===== config.mk =====
export PLATFORM = sky130hd
export DESIGN_NAME = bram_port_arbiter
export DESIGN_NICKNAME = d
export VERILOG_FILES = /design/src/rtl/bram_port_arbiter.sv
export SDC_FILE = /design/constraint.sdc
export NUM_CORES = 1
export LEC_CHECK = 0
export BUFFER_PORTS_ARGS = -buffer_cell sky130_fd_sc_hd__buf_2
export CORE_MARGIN = 2
export CORE_UTILIZATION = 33
export DETAILED_ROUTE_END_ITERATION = 10
export GPL_ROUTABILITY_DRIVEN = 0
export PLACE_DENSITY = 0.85
export SLEW_MARGIN = 20
export SYNTH_ARGS = -nofsm -noshare
export SYNTH_HDL_FRONTEND = slang
export SYNTH_SLANG_ARGS = --single-unit

===== constraint.sdc =====
create_clock -name clk -period 3.35 [get_ports clk]
set_input_delay 0.335 -clock clk [delete_from_list [all_inputs] [get_ports clk]]
set_output_delay 0.335 -clock clk [all_outputs]
set_load 0.01 [all_outputs]

===== src/rtl/bram_port_arbiter.sv =====
// Two-requester arbiter for a 256x8 block RAM: independent round-robin write and read ports.
// Optional BRAM_ARB_CLEAR_EN: zero the whole memory after reset before accepting requests.
module bram_port_arbiter #(
  parameter int ADDR_W = 8,
  parameter int DATA_W = 8
) (
  input  logic              clk,
  input  logic              rst,
  input  logic              a_req,
  input  logic              a_we,
  input  logic [ADDR_W-1:0] a_addr,
  input  logic [DATA_W-1:0] a_wdata,
  output logic              a_gnt,
  output logic              a_rvalid,
  output logic [DATA_W-1:0] a_rdata,
  input  logic              b_req,
  input  logic              b_we,
  input  logic [ADDR_W-1:0] b_addr,
  input  logic [DATA_W-1:0] b_wdata,
  output logic              b_gnt,
  output logic              b_rvalid,
  output logic [DATA_W-1:0] b_rdata,
  output logic              mem_w_en,
  output logic [ADDR_W-1:0] mem_w_addr,
  output logic [DATA_W-1:0] mem_w_data,
  output logic              mem_r_en,
  output logic [ADDR_W-1:0] mem_r_addr,
  input  logic [DATA_W-1:0] mem_r_data,
  output logic              busy
);

  // Pointer value 0 favours A, 1 favours B; rd_id 0 = A, 1 = B.
  logic wr_ptr;
  logic rd_ptr;
  logic rd_valid;
  logic rd_id;
  logic arb_ok;

  logic wr_a, wr_b, rd_a, rd_b;
  logic wr_gnt_a, wr_gnt_b, rd_gnt_a, rd_gnt_b;

`ifdef BRAM_ARB_CLEAR_EN
  typedef enum logic {ST_CLEAR, ST_ARB} state_t;
  state_t            state;
  logic [ADDR_W-1:0] clr_addr;
  logic              sweeping;

  assign arb_ok   = !rst && (state == ST_ARB);
  assign sweeping = !rst && (state == ST_CLEAR);
  assign busy     = rst || (state == ST_CLEAR);
`else
  assign arb_ok = !rst;
  assign busy   = 1'b0;
`endif

  assign wr_a = a_req & a_we;
  assign wr_b = b_req & b_we;
  assign rd_a = a_req & ~a_we;
  assign rd_b = b_req & ~b_we;

  assign wr_gnt_a = arb_ok & wr_a & (~wr_b | ~wr_ptr);
  assign wr_gnt_b = arb_ok & wr_b & (~wr_a |  wr_ptr);
  assign rd_gnt_a = arb_ok & rd_a & (~rd_b | ~rd_ptr);
  assign rd_gnt_b = arb_ok & rd_b & (~rd_a |  rd_ptr);

  assign a_gnt = wr_gnt_a | rd_gnt_a;
  assign b_gnt = wr_gnt_b | rd_gnt_b;

  // Suppress a pending return strobe in any cycle where reset is held.
  assign a_rvalid = rd_valid & ~rd_id & ~rst;
  assign b_rvalid = rd_valid &  rd_id & ~rst;
  assign a_rdata  = a_rvalid ? mem_r_data : '0;
  assign b_rdata  = b_rvalid ? mem_r_data : '0;

  always_comb begin
    mem_w_en   = 1'b0;
    mem_w_addr = '0;
    mem_w_data = '0;
    mem_r_en   = 1'b0;
    mem_r_addr = '0;

    if (wr_gnt_a) begin
      mem_w_en   = 1'b1;
      mem_w_addr = a_addr;
      mem_w_data = a_wdata;
    end else if (wr_gnt_b) begin
      mem_w_en   = 1'b1;
      mem_w_addr = b_addr;
      mem_w_data = b_wdata;
    end

    if (rd_gnt_a) begin
      mem_r_en   = 1'b1;
      mem_r_addr = a_addr;
    end else if (rd_gnt_b) begin
      mem_r_en   = 1'b1;
      mem_r_addr = b_addr;
    end

`ifdef BRAM_ARB_CLEAR_EN
    if (sweeping) begin
      mem_w_en   = 1'b1;
      mem_w_addr = clr_addr;
      mem_w_data = '0;
    end
`endif
  end

  always_ff @(posedge clk) begin
    if (rst) begin
      wr_ptr   <= 1'b0;
      rd_ptr   <= 1'b0;
      rd_valid <= 1'b0;
      rd_id    <= 1'b0;
`ifdef BRAM_ARB_CLEAR_EN
      state    <= ST_CLEAR;
      clr_addr <= '0;
`endif
    end else begin
      if (wr_gnt_a | wr_gnt_b)
        wr_ptr <= wr_gnt_a;
      if (rd_gnt_a | rd_gnt_b)
        rd_ptr <= rd_gnt_a;
      rd_valid <= rd_gnt_a | rd_gnt_b;
      rd_id    <= rd_gnt_b;
`ifdef BRAM_ARB_CLEAR_EN
      case (state)
        ST_CLEAR: begin
          clr_addr <= clr_addr + {{(ADDR_W-1){1'b0}}, 1'b1};
          if (clr_addr == {ADDR_W{1'b1}})
            state <= ST_ARB;
        end
        default: state <= ST_ARB;
      endcase
`endif
    end
  end

endmodule


==> impl_results.md <==
* Outcome: finished clean
* # rows at 16
* Buffers on Ports at 91
* CTS Buf Count at 3
* Comb pwr share at 50.1%
* Sum Neg Setup Slack at 0 ns
* Clock-pin slew on the worst setup and hold paths at ~0.040 ns
* Final #Nets at between 200 and 250
* Avg Inst Size Synth at ~7.5 sq um
* CP Data Arrival Time at 1.48 ns
* Die ar. at around 2500 sq um
* Drt wl/cell at 12.5 um
* Core Region at 1960 sq um
* Fraction of registers with async set/reset at 0%
* Leakage at around 0.00066 uW
* Synth warn at 0
* Die Ht at roughly 50 um
* Peak supply drop at between 90 and 100 uV
* Worst-skew pair later-pin latency at 0.24 ns
* Sequential share of power at 23.4%
* Clock Skew at about 0.0000019 ns
* TritonCTS clock tree: done
* Synthesized instance count at 91
* Drt first pass iters at 4
* Highest clock rate at between 500 and 600 MHz
* Post-Route WL at 2580 um
* Top post-synthesis cells by area: nand2b_1, and2_1, o22ai_1, dfxtp_1, a22o_1
* Post-synth EDFFs at 0
* Most numerous cell in the Yosys netlist: nand2b_1
* Final hold vios at 0
* Simple-gate area share of the yosys netlist at between 40% and 50%
* CP Launch Point: wr_ptr
* Top cell type's share of synthesized area at 16.5%
* Critical Path Start Type: flop
* H-tree depth at 1
* Io pins at 93
* Post-synthesis cell type count at 21
* Reg-to-reg slack, setup at between 2 and 2.5 ns
* # DRC at 0
* Final Power at about 230 uW
* Gr ovfl total at 0
* Worst slack, placed at 1.64 ns
* Total GRT Usage at 21.6%
* Sink Count at 4
* Synth Area in XOR/XNOR at 0%
* Worst Path Max Fanout at 8
* Worst R2R End: rd_ptr
* Synth Area in Adders at 0%
* N_diodes at 0
* Max Slew Vio Count at 0
* Post-CTS setup repair buffer count at 0
* Initial antenna violation count at 0
* Top cell type by total area after synthesis: nand2b_1
* Largest net degree at the start of global routing at 29
* Minimum clock period at about 1.8 ns
* Post-CTS Hold Buffers at 0
* Synthesized area at a little under 700 sq um
* Setup ws final at 1.54 ns
* Worst r2r path cells at 3
* RSZ-0062 raised after global routing: no
* Filler cells at between 200 and 250
* Post-synthesis sequential area ratio at between 10% and 20%
* Final setup fails at 0
* First-pass GRT wire length at approximately 4300 um
* Hold Crit Class: in2reg
* Post-layout util at between 50% and 60%
* Switching Share at between 30 and 40%
* Crit path kind: reg2out
* Post-CTS sizing at 0
* Max-cap violations at 0
* Compound-Gate Fraction of Synth Area at between 40 and 50%
* Switch Pwr at roughly 83 uW
* RR Startpoint: rd_ptr
* Mapped Nets at between 100 and 150
* Crit end category: output pin
* Seq cells post-synth at 4
* Power Density at just under 200 nW/um^2
* HPWL Detailed at between 2000 and 2500 um
* Max clock buf depth at 2
* Routed via count at approximately 1000
* Commonest cells post-synth: nand2b_1, and2_1, o22ai_1, a22o_1, a21oi_1
* Die width at 49.5 um
* Final Cycle Share at between 50 and 60%
* Synthesis-to-layout area growth at 71.2%
* DR vias/cell at ~5
* Root buffer cell: clkbuf_4
* Number of global-route vias before repair at around 1000
* Dpl cell area at 1150 sq um
* First DRT Iteration DRCs at 12
* Main synth FF type: dfxtp_1
* Main combinational cell family by area after synthesis: compound AO/OA/AOI/OAI gates
* Mux share of post-synthesis cell area at 0%
* ANT nets after route at 0
* Internal power at between 100 and 150 uW
* Finished Cell Area at 1170 sq um
* Initial Utilization at between 30% and 40%
* CP required at about 3.0 ns
* Share of cells above drive strength 1 at around 56%
* Worst Setup EP: mem_w_data[1]
* Clock power share at between 20% and 30%
[layout by cell type (no fill, tap or decap)]
cell type / count
buf_2: 91
nand2b_1: 18
o22ai_1: 16
and2_1: 16
a22o_1: 8
a21oi_1: 7
dfxtp_1: 4
nand2_1: 3
clkbuf_4: 3
nand3_1: 2
inv_1: 2
o21bai_4: 2
o21bai_2: 1
a311oi_4: 1
nor3b_4: 1
and3b_1: 1
nor3b_2: 1
nor2_1: 1
a311oi_1: 1
conb_1: 1
[layout make-up]
| type | count | area (sq um) | area share, % |
|---|---|---|---|
| multi-input cells | 80 | 571 | 48.8 |
| repair buffers | 91 | 455 | 38.9 |
| flip-flops and latches | 4 | 80.1 | 6.84 |
| well taps | 27 | 33.8 | 2.89 |
| clock buffers | 3 | 22.5 | 1.93 |
| inverters | 2 | 7.51 | 0.642 |
[stage by stage]
step / hold WS (ns) / instances
finish: 0.365 / 207
global route: 0.360 / 207
CTS: 0.356 / 207
detailed placement: 0.506 / 204
global placement: 0.492 / 204
floorplan: 0.451 / 91
[power groups by stage]
| stage | Sequential (uW) | Clock [uW] | Combinational, uW |
|---|---|---|---|
| 2_1_floorplan | 53.6 | 0 | 61.6 |
| 3_3_place_gp | 53.9 | 0 | 111 |
| 3_5_place_dp | 54.2 | 0 | 115 |
| 4_1_cts | 53.5 | 62.0 | 116 |
| 5_1_grt | 53.9 | 68.3 | 127 |
| 6_report | 53.5 | 61.0 | 115 |
[state kept, by name, summed over array words and instances (netlist names)]
| register | flops |
|---|---|
| rd_ptr | 1 |
| wr_ptr | 1 |
| rd_valid | 1 |
| rd_id | 1 |
[how the worst min path moves through the flow]
stage,to,cells past startpoint,from
floorplan,wr_ptr,1,b_we
global placement,rd_ptr,2,rd_ptr
detailed placement,rd_ptr,2,rd_ptr
CTS,wr_ptr,2,b_we
global route,wr_ptr,2,b_we
finish,wr_ptr,2,b_we
[kinds of logic (layout without fill, tap and decap cells)]
family	Yosys count	count (layout)
buf+inv	7	96
flops	4	4
compound gates	36	36
simple gates	43	43
other cells	1	1
[per-layer routing]
| layer | track usage [%] | share of wire (%) | vias to the layer above |
|---|---|---|---|
| met5 | 0 | 0 | - |
| met4 | 4.17 | 0.23 | 0 |
| met3 | 6.67 | 8.6 | 2 |
| met2 | 43.5 | 55 | 53 |
| met1 | 21.3 | 36 | 471 |
| li1 | - | - | 519 |
[worst max-delay path, stage by stage, from the launching register on]
cell	delay [ns]
dfxtp_1	0.41
inv_1	0.10
a311oi_4	0.38
a22o_1	0.22
buf_2	0.13
No activity file was read; power rests on OpenSTA's default activity.
